**src/rtl/npc_seq_ctrl.sv**
```systemverilog
// Multi-cycle FETCH/DECODE/EXEC/MEM/WB sequencer; owns pc, inst and the immediate select.
// Latency: 4 cycles per non-load, 5 per load, +1 per wait cycle; bus stalls time out into HALT.
// Backpressure: waits in FETCH/MEM for ifu_rvalid/lsu_rvalid; req outputs decode state only.
module npc_seq_ctrl #(
    parameter logic [31:0] RESET_PC = 32'h8000_0000,
    parameter int          TIMEOUT  = 1000
) (
    input  logic        clk,
    input  logic        rst_n,
    output logic        ifu_req,
    input  logic        ifu_rvalid,
    input  logic [31:0] ifu_rdata,
    output logic        lsu_req,
    input  logic        lsu_rvalid,
    input  logic [31:0] npc_in,
    output logic [31:0] pc,
    output logic [31:0] inst,
    output logic [1:0]  ext_type,
    output logic        rf_wen,
    output logic        halt,
    output logic        err
);

    typedef enum logic [2:0] {
        S_FETCH,
        S_DECODE,
        S_EXEC,
        S_MEM,
        S_WB,
        S_HALT
    } state_t;

    localparam logic [15:0] TMO_LAST  = 16'(TIMEOUT - 1);
    localparam logic [6:0]  OPC_LOAD  = 7'b0000011;
    localparam logic [31:0] EBREAK    = 32'h0010_0073;

    state_t      state;
    logic [15:0] tmo_cnt;
    logic [1:0]  dec_ext;
    logic        dec_legal;
    logic        is_ebreak;

    // SYSTEM words other than ebreak fall into the illegal default.
    always_comb begin
        dec_ext   = 2'b00;
        dec_legal = 1'b1;
        case (inst[6:0])
            7'b0010011, 7'b0000011, 7'b1100111: dec_ext = 2'b11;
            7'b0110111, 7'b0010111:             dec_ext = 2'b01;
            7'b1101111:                         dec_ext = 2'b10;
            7'b0110011:                         dec_ext = 2'b00;
            default:                            dec_legal = 1'b0;
        endcase
    end

    assign is_ebreak = (inst == EBREAK);

    // Gated with rst_n so no fetch is requested while reset is held.
    assign ifu_req = rst_n && (state == S_FETCH);
    assign lsu_req = (state == S_MEM);
    assign rf_wen  = (state == S_WB);

    always_ff @(posedge clk or negedge rst_n) begin
        if (!rst_n) begin
            state    <= S_FETCH;
            pc       <= RESET_PC;
            inst     <= 32'h0;
            ext_type <= 2'b00;
            halt     <= 1'b0;
            err      <= 1'b0;
            tmo_cnt  <= 16'h0;
        end else begin
            case (state)
                S_FETCH: begin
                    if (ifu_rvalid) begin
                        inst  <= ifu_rdata;
                        state <= S_DECODE;
                    end else if (tmo_cnt == TMO_LAST) begin
                        state <= S_HALT;
                        halt  <= 1'b1;
                        err   <= 1'b1;
                    end else begin
                        tmo_cnt <= tmo_cnt + 16'h1;
                    end
                end
                S_DECODE: begin
                    if (is_ebreak) begin
                        ext_type <= 2'b00;
                        state    <= S_HALT;
                        halt     <= 1'b1;
                    end else if (!dec_legal) begin
                        ext_type <= 2'b00;
                        state    <= S_HALT;
                        halt     <= 1'b1;
                        err      <= 1'b1;
                    end else begin
                        ext_type <= dec_ext;
                        state    <= S_EXEC;
                    end
                end
                S_EXEC: begin
                    if (inst[6:0] == OPC_LOAD) begin
                        tmo_cnt <= 16'h0;
                        state   <= S_MEM;
                    end else begin
                        state <= S_WB;
                    end
                end
                S_MEM: begin
                    if (lsu_rvalid) begin
                        state <= S_WB;
                    end else if (tmo_cnt == TMO_LAST) begin
                        state <= S_HALT;
                        halt  <= 1'b1;
                        err   <= 1'b1;
                    end else begin
                        tmo_cnt <= tmo_cnt + 16'h1;
                    end
                end
                S_WB: begin
                    pc      <= npc_in;
                    tmo_cnt <= 16'h0;
                    state   <= S_FETCH;
                end
                S_HALT: begin
                    state <= S_HALT;
                end
                default: begin
                    state <= S_HALT;
                    halt  <= 1'b1;
                    err   <= 1'b1;
                end
            endcase
        end
    end

endmodule

```
**config.mk**
```make
export PLATFORM = sky130hd
export DESIGN_NAME = npc_seq_ctrl
export DESIGN_NICKNAME = d
export VERILOG_FILES = /design/src/rtl/npc_seq_ctrl.sv
export SDC_FILE = /design/constraint.sdc
export NUM_CORES = 1
export LEC_CHECK = 0
export ABC_AREA = 1
export BUFFER_PORTS_ARGS = -buffer_cell sky130_fd_sc_hd__buf_2
export CORE_ASPECT_RATIO = 1.5
export CORE_MARGIN = 3
export CORE_UTILIZATION = 40
export DETAILED_ROUTE_END_ITERATION = 12
export PLACE_DENSITY = 0.63
export SLEW_MARGIN = 20
export SYNTH_ARGS = -nofsm -noshare
export SYNTH_HDL_FRONTEND = slang
export SYNTH_SLANG_ARGS = --single-unit
```
**constraint.sdc**
```tcl
create_clock -name clk -period 4.45 [get_ports clk]
set_input_delay 0.89 -clock clk [delete_from_list [all_inputs] [get_ports clk]]
set_output_delay 0.89 -clock clk [all_outputs]
set_load 0.01 [all_outputs]
```
==> reports/metrics.cfg <==
[clock_tree]
cts-htree-levels = 3
ctsResizeCount = 0
worstSkewPairLatency_ps = 340
cts_hold_buffers = 0
postCtsSetupBuffers = 0
clock-sinks = 87
clk_pin_slew_ps = 60
clk_path_buf_depth = 2
cts_root_buf = clkbuf_16
cts_made_buffers = 9
cts_tree = built

[run_status]
status = finished clean

[sta]
fmax_mhz = 341
holdWs_ps = 475
rsz0062_at_grt = false
slew_headroom = 0.507
slew_viol_final = 0
finalSetupViolCount = 0
timing.final.ws_setup_ps = 1510
fin_tns_setup_ps = 0
hold_viol = 0
timing.final.crit_share = 0.660
fin_skew_ps = 5.85
finalCriticalPeriod_ps = 2940
tightestPinTransition_ps = 738

[floorplan]
initial_core_util = 0.416
chipWidth_microns = 90.5
die_area_sq_mm = 0.0120
rows = 45
core_sq_mm = 0.0103
die_h_microns = 133
io_pins = 139

[global_route]
grt_pass1_wl_mm = 18.3
grt_max_degree = 53
antenna_found_initial = 0
overflow = 0
grtUsageTotal = 0.188
grt_pass1_vias = 4012

[power_and_ir_drop]
seq_power_share = 0.480
peakVddDrop_v = 0.000224
finalPower_uw = 1650
p_comb_frac = 0.028
switching_share = 0.208
power.switching_uw = 343
powerDensity_mw_per_mm2 = 306
cell_internal_pwr_uw = 1310
clock_power_share = 0.492
leakage_uw = 0.00271

[worst_hold_path]
hold_path_depth = 2
min_from = halt
holdPathEnd = halt
hp-class = reg2reg

[finish]
area_delta_synth_final_pct = 25.5
nNetsFinal = 774
final_area_sq_mm = 0.00538
drive_gt1_frac = 0.241
antenna_cells = 0

[run]
drv_cap = 0

[logic_synthesis]
synth_warnings = 0
synth-edff-count = 0
synth_nets = 643
avgSynthCellArea_sq_um = 7.47
synth-seq-cells = 87
ys_types = 28
ys_top_cells_by_area = dfrtp_1 (50%), nand2_1 (23%), nor2_1 (5.4%)
synth_flop_cell = dfrtp_1
synth.largest_area_cell = dfrtp_1
yosys-top-cells-count = nand2_1 (257), dfrtp_1 (86), nor2_1 (62)
syn_area_sq_mm = 0.00429
synth_top_area_share = 0.502
async_flop_share = 1.00
postSynthCellCount = 574
yosysSeqAreaShare = 0.508
yosysMostFrequentCell = nand2_1

[place]
port_buffers = 138
place.gp.congestion = 0.845
place_ws_ps = 1870
placed_area_sq_mm = 0.00506
dp_hpwl_mm = 8.09

[drt]
num_vias = 4036
route.detailed.drc = 0
dr.pass1.iters = 4
via_per_inst = 4.75
postRouteAntennaNets = 0
drt_iter0_markers = 240
routedWlPerCell_microns = 13.0
finalWirelength_mm = 11.0

[critical_path]
cp_max_fo = 33
cp-end-kind = primary output
path_buf_inv = 3
slowest_stage = dfrtp_1
startpoint_type = register
cp.required_ps = 3560
rr_worst_depth = 4
cp_cell_sequence = nor2_2 > nand2_1 > buf_4 > inv_2 > buf_2
reg2reg_slack_ps = 2380
r2r-start = state[1]
critPathMaxStageDelay_ps = 460
worstPathArrival_ps = 2050
worstSetupPathType = reg2out
rr_endpoint = inst[8]
cpLargestDelayFamily = buffers and inverters

==> registers in the layout, summed over array words and instances (netlist names) <==
name / cells
err: 1
inst: 32
ext_type: 2
state: 3
pc: 32
tmo_cnt: 16
halt: 1
==> power by group through the flow <==
stage	clock, uW	combinational (uW)	sequential (uW)
4_1_cts	832	48.4	791
5_1_grt	870	52.7	790
3_5_place_dp	0	48.2	806
2_1_floorplan	0	0.328	806
6_report	811	46.6	791
3_3_place_gp	0	48.2	806
==> cell type report <==
type	count	area (sq um)
Inverter	48	180
Multi-Input combinational cell	419	1820
Clock buffer	9	225
Sequential cell	87	2180
Tap cell	141	176
Timing Repair Buffer	140	708
Clock inverter	6	92.6
Fill cell	1002	4920
==> worst max-delay path by stage <==
| stage | depth (start not counted) | end | start |
|---|---|---|---|
| 2_1_floorplan | 4 | rf_wen | state[1] |
| 3_3_place_gp | 5 | rf_wen | state[1] |
| 3_5_place_dp | 5 | rf_wen | state[1] |
| 4_1_cts | 5 | rf_wen | state[1] |
| 5_1_grt | 5 | rf_wen | state[1] |
| 6_report | 5 | rf_wen | state[1] |
==> worst min-delay path: stages (launching register included) <==
cell and delay (ps):
dfrtp_1 350, inv_1 40, nand2_1 60
==> metal layers <==
layer | track usage | part of all wire | routed length [microns] | up-vias
li1 | - | - | - | 2037
met1 | 0.215 | 0.40 | 4460 | 1862
met2 | 0.328 | 0.52 | 5740 | 118
met3 | 0.0535 | 0.053 | 586 | 19
met4 | 0.0767 | 0.023 | 257 | 0
met5 | 0 | 0 | 0 | -
==> kinds of logic after synthesis <==
kind of cell	share of synthesized area
AOI/OAI and AO/OA	0.0593
xor gates and xnor gates	0.0143
adders and majority gates	0.00292
buffers and inverters	0.0674
DFF	0.508
and+or+nand+nor	0.348
==> metrics by stage <==
stage	util	std cells
4_1_cts	0.522	850
3_3_place_gp	0.491	835
6_report	0.522	850
3_5_place_dp	0.491	835
2_1_floorplan	-	574
5_1_grt	0.522	850
==> placed cells by master (no fill, tap or decap), drive strengths merged, types with 2 or more instances in the layout <==
| cell | netlist | layout |
|---|---|---|
| nor3 | 2 | 2 |
| xnor2 | 5 | 5 |
| a21oi | 4 | 4 |
| clkbuf | 7 | 9 |
| bufinv | 0 | 2 |
| o21bai | 2 | 2 |
| dfrtp | 86 | 86 |
| buf | 13 | 140 |
| nand3 | 23 | 23 |
| o21ai | 43 | 43 |
| nand2 | 257 | 257 |
| nor2 | 67 | 67 |
| nand4 | 12 | 12 |
| xor2 | 2 | 2 |
| inv | 48 | 50 |
Power figures use the tool's default switching activity.
